$ cat config.mk
export PLATFORM = sky130hd
export DESIGN_NAME = uart_rx_ctrl
export DESIGN_NICKNAME = d
export VERILOG_FILES = /design/src/rtl/uart_rx_ctrl.sv
export SDC_FILE = /design/constraint.sdc
export NUM_CORES = 1
export LEC_CHECK = 0
export ABC_AREA = 1
export ABC_CLOCK_PERIOD_IN_PS = 1100
export CORE_MARGIN = 2
export CORE_UTILIZATION = 40
export DETAILED_ROUTE_END_ITERATION = 12
export PLACE_DENSITY = 0.68
export SYNTH_ARGS = -nofsm -noshare
export SYNTH_HDL_FRONTEND = slang
export SYNTH_SLANG_ARGS = --single-unit
$ cat constraint.sdc
create_clock -name clk -period 1.1 [get_ports clk]
set_clock_uncertainty 0.05 [all_clocks]
set_input_delay 0.22 -clock clk [delete_from_list [all_inputs] [get_ports clk]]
set_output_delay 0.22 -clock clk [all_outputs]
set_load 0.03 [all_outputs]
$ cat src/rtl/uart_rx_ctrl.sv
// UART 8N1 receive controller: synchronises rx, frames on a falling start edge and
// shifts in data on mid-bit pulses from an external baud generator it enables.
module uart_rx_ctrl #(
  parameter int unsigned DATA_BITS = 8
) (
  input  logic                 clk,
  input  logic                 rst,
  input  logic                 rx,
  input  logic                 bps_sig,
  output logic                 cnt_start,
  output logic [DATA_BITS-1:0] rx_data,
  output logic                 rx_valid,
  output logic                 frame_err
);

  localparam int unsigned CntW = $clog2(DATA_BITS + 1);
  localparam logic [CntW-1:0] LastBit = CntW'(DATA_BITS - 1);

  typedef enum logic [1:0] {StIdle, StStart, StData, StStop} state_e;

  state_e               state_q, state_d;
  logic                 rx_meta_q, rx_s_q, rx_d_q;
  logic                 fall;
  logic [DATA_BITS-1:0] shift_q, shift_d;
  logic [DATA_BITS-1:0] rx_data_q, rx_data_d;
  logic [CntW-1:0]      bit_cnt_q, bit_cnt_d;
  logic                 cnt_start_q;
  logic                 valid_q, valid_d;
  logic                 err_q, err_d;

  // Flops reset high so the line looks idle and no false edge appears out of reset.
  always_ff @(posedge clk or posedge rst) begin
    if (rst) begin
      rx_meta_q <= 1'b1;
      rx_s_q    <= 1'b1;
      rx_d_q    <= 1'b1;
    end else begin
      rx_meta_q <= rx;
      rx_s_q    <= rx_meta_q;
      rx_d_q    <= rx_s_q;
    end
  end

  assign fall = rx_d_q & ~rx_s_q;

  always_comb begin
    state_d   = state_q;
    shift_d   = shift_q;
    bit_cnt_d = bit_cnt_q;
    rx_data_d = rx_data_q;
    valid_d   = 1'b0;
    err_d     = 1'b0;
    unique case (state_q)
      StIdle: begin
        if (fall) state_d = StStart;
      end
      StStart: begin
        if (bps_sig) begin
          // A high line at mid-start-bit means the edge was a glitch.
          if (!rx_s_q) begin
            state_d   = StData;
            bit_cnt_d = '0;
          end else begin
            state_d = StIdle;
          end
        end
      end
      StData: begin
        if (bps_sig) begin
          shift_d   = {rx_s_q, shift_q[DATA_BITS-1:1]};
          bit_cnt_d = bit_cnt_q + CntW'(1);
          if (bit_cnt_q == LastBit) state_d = StStop;
        end
      end
      StStop: begin
        if (bps_sig) begin
          if (rx_s_q) begin
            rx_data_d = shift_q;
            valid_d   = 1'b1;
          end else begin
            err_d = 1'b1;
          end
          state_d = StIdle;
        end
      end
      default: state_d = StIdle;
    endcase
  end

  always_ff @(posedge clk or posedge rst) begin
    if (rst) begin
      state_q     <= StIdle;
      shift_q     <= '0;
      bit_cnt_q   <= '0;
      rx_data_q   <= '0;
      cnt_start_q <= 1'b0;
      valid_q     <= 1'b0;
      err_q       <= 1'b0;
    end else begin
      state_q     <= state_d;
      shift_q     <= shift_d;
      bit_cnt_q   <= bit_cnt_d;
      rx_data_q   <= rx_data_d;
      cnt_start_q <= (state_d != StIdle);
      valid_q     <= valid_d;
      err_q       <= err_d;
    end
  end

  assign cnt_start = cnt_start_q;
  assign rx_data   = rx_data_q;
  assign rx_valid  = valid_q;
  assign frame_err = err_q;

endmodule

==> impl_results.rst <==
.. list-table::
   :header-rows: 1

   * - Metric
     - Value
   * - Post-synthesis net count
     - 122
   * - Required time worst endpoint
     - 830 ps
   * - Number of max-capacitance violations reported
     - 0
   * - Worst-case hold slack
     - 154.9 ps
   * - Path length in cells of the critical path
     - 1
   * - CTS Root Cell
     - sky130_fd_sc_hd__clkbuf_4
   * - Average routed wire per standard cell
     - 10.81 um
   * - Largest driver fanout on the critical path
     - 2
   * - Power per Cell Area
     - 2604 nW/um2
   * - Worst-Skew Late Latency
     - 320 ps
   * - Vias/cell
     - 4.746
   * - Clk sinks
     - 28
   * - Aggregate global routing overflow
     - 0
   * - Overall die width
     - 56.82 um
   * - Leakage power total
     - 0.8156 nW
   * - Non-filler cells, final
     - 185
   * - CTS HTree Levels
     - 1
   * - Clock Pin Slew Worst Setup and Hold Paths
     - 150 ps
   * - Syn Std Cell Area
     - 1116 um2
   * - Max rail drop VDD
     - 1.696 mV
   * - Initial core utilization
     - 0.4118
   * - Combined buffer and inverter count along the critical path
     - 1
   * - Inserted Clock Buffers
     - 3
   * - Slowest library cell on the worst path
     - sky130_fd_sc_hd__dfrtp_1
   * - Share of cells above drive strength 1
     - 0.3636
   * - Setup slack of the most critical reg-to-reg path
     - -40 ps
   * - Number of warnings reported in the yosys synthesis log
     - 0
   * - Sequential area share after synthesis
     - 0.6312
   * - Fin crit share
     - 1.053
   * - Logic depth of the worst register-to-register path
     - 4
   * - Worst setup SP type
     - register
   * - Count of distinct cell types in the synthesized netlist
     - 18
   * - Prevailing post-synth register cell
     - sky130_fd_sc_hd__dfrtp_1
   * - Most area-consuming cells after synthesis
     - sky130_fd_sc_hd__dfrtp_1 (56%), sky130_fd_sc_hd__nand2_1 (12%), sky130_fd_sc_hd__dfstp_2 (7.1%)
   * - Worst slack at placement
     - -405.8 ps
   * - Quantity of hold-fixing buffers added after cts
     - 0
   * - Avg Synthesized Cell Area
     - 9.539 um2
   * - Largest net degree at the start of global routing
     - 29
   * - Total I/O pin count
     - 15
   * - Placed cell count
     - 174
   * - Crit Path Class
     - register to output port
   * - Endpoints failing hold
     - 0
   * - First-pass iteration count of the detailed router
     - 4
   * - CTS tree
     - yes
   * - Antenna Violating Nets Remaining
     - 0
   * - Violated checks
     - negative setup slack
   * - Flip-flop and latch count after synthesis
     - 28
   * - Number of pins exceeding their max-slew limit in the final report
     - 0
   * - Total track usage
     - 0.1387
   * - Result of the run
     - finished, violations left
   * - Number of antenna violations at the first check in global routing
     - 0
   * - Drt initial violations
     - 31
   * - Number of setup violations in the final report
     - 18
   * - Cell family with most CP delay
     - flip-flops
   * - Die Y-Extent
     - 56.82 um
   * - Remaining routing DRC violations
     - 0
   * - Maximum clock frequency
     - 863.3 MHz
   * - Dpl hpwl
     - 1427 um
   * - Commonest cells post-synth
     - sky130_fd_sc_hd__nand2_1 (37), sky130_fd_sc_hd__dfrtp_1 (25), sky130_fd_sc_hd__nand3_1 (12)
   * - Final sum of negative setup slack
     - -627.1 ps
   * - Row count
     - 19
   * - Worst hold path type
     - primary input to asynchronous set/reset pin
   * - Non-Filler Cell Area, Final
     - 1579 um2
   * - IO Port Bufs
     - 14
   * - Area of the placeable core
     - 2710 um2
   * - EDFF count, synth
     - 0
   * - Routability-driven placement congestion ratio
     - 0.7402
   * - Biggest cell delay along the critical path
     - 420 ps
   * - Number of global-route vias before repair
     - 834
   * - Library cell occupying the most area in the post-synthesis netlist
     - sky130_fd_sc_hd__dfrtp_1
   * - Unrepaired setup endpoints after global routing
     - yes
   * - Crit path arrival time
     - 890 ps
   * - Global-route wire length before repair
     - 3450 um
   * - Shortest period the worst path allows
     - 1158 ps
   * - Instance count of the mapped netlist
     - 117
   * - Slack of the critical path
     - -58.38 ps
   * - List of cells traversed by the critical path
     - buf_6
   * - Number of diodes
     - 0
   * - Total routed wirelength
     - 2000 um
   * - Via total after detailed routing
     - 878
   * - Transition time at the pin with the least slew margin
     - 177.5 ps
   * - Most common cell in the netlist
     - sky130_fd_sc_hd__nand2_1
   * - Max Root-Sink Buffers
     - 2
   * - Proportion of netlist area held by the largest area contributor
     - 0.5605
   * - Async set-reset flop share out of synthesis
     - 1.000
   * - Die area
     - 3229 um2
   * - Layout overhead on the synthesized area
     - 41.48%
   * - Category of the worst setup path capture point
     - output port
   * - Number of nets in the layout
     - 160
   * - Total placed instance area
     - 1379 um2
   * - Max transition margin
     - 0.8817
==> report_power, final <==
part           internal, mW  switching, mW
Combinational         0.842          0.971
Clock                 0.368          0.288
Sequential             1.40          0.243
==> through the flow <==
step                  util  total power [mW]
floorplan                -             2.512
global placement    0.5088             3.076
detailed placement  0.5088             3.129
CTS                 0.5642             4.034
global route        0.5826             4.398
finish              0.5826             4.111
==> final timing paths <==
kind                                   end  startpoint
min in group clk                 rx_meta_q          rx
worst min register to register      rx_s_q   rx_meta_q
worst max-delay path            rx_data[3]  rx_data[3]
worst min-delay path            rx_data[1]         rst
max in group asynchronous        rx_meta_q         rst
worst max register to register  rx_data[2]      rx_s_q
==> cell families (layout without fill, tap and decap cells) <==
kind of cell             after synthesis  count (layout)  share of synthesized area
buffers and inverters                 13              49                    0.05381
AO/OA/AOI/OAI                         14              14                    0.06614
adder cells (fa/ha/maj)                1               1                    0.01121
flip-flops                            28              28                     0.6312
AND/OR/NAND/NOR                       61              62                     0.2377
==> layout make-up <==
cell class	instances	area [um2]
Clock inverter	1	30.03
Sequential cell	28	704.4
Timing Repair Buffer	34	330.3
Tap cell	31	38.79
Multi-Input combinational cell	77	411.6
Inverter	11	41.29
Fill cell	234	1131
Clock buffer	3	22.52
==> repair_timing <==
item | in CTS | in global routing
setup buffers | 2 | 4
pin swaps | 5 | 10
endpoints found under the setup margin | 31 | 34
cloned | 1 | 0
gates resized for setup | 21 | 14
==> metal layers <==
layer / GRT usage / routed length [um] / vias up
li1: - / - / 449
met1: 0.1779 / 910 / 419
met2: 0.2292 / 1030 / 8
met5: 0 / 0 / -
met3: 0.02074 / 41 / 2
met4: 0.06645 / 18 / 0
==> placed cells by master, fill, tap and decap left out, drive strengths merged <==
| master | count |
|---|---|
| o21ai | 10 |
| nor2 | 8 |
| nand4 | 1 |
| nand2 | 38 |
| inv | 11 |
| nor3 | 1 |
| clkdlybuf4s50 | 2 |
| clkbuf | 3 |
| nand3 | 12 |
| a21oi | 4 |
| dfrtp | 25 |
| dlygate4sd2 | 1 |
| ha | 1 |
| dfstp | 3 |
| bufinv | 1 |
| buf | 31 |
| or2 | 2 |
==> sequential cells by signal (all words and copies together), names as in the netlist <==
| register | count |
|---|---|
| frame_err | 1 |
| state_q | 2 |
| rx_meta_q | 1 |
| rx_s_q | 1 |
| cnt_start | 1 |
| bit_cnt_q | 4 |
| rx_valid | 1 |
| rx_data | 8 |
| rx_d_q | 1 |
| shift_q | 8 |
Note: power is estimated with default switching activity, not from simulation.
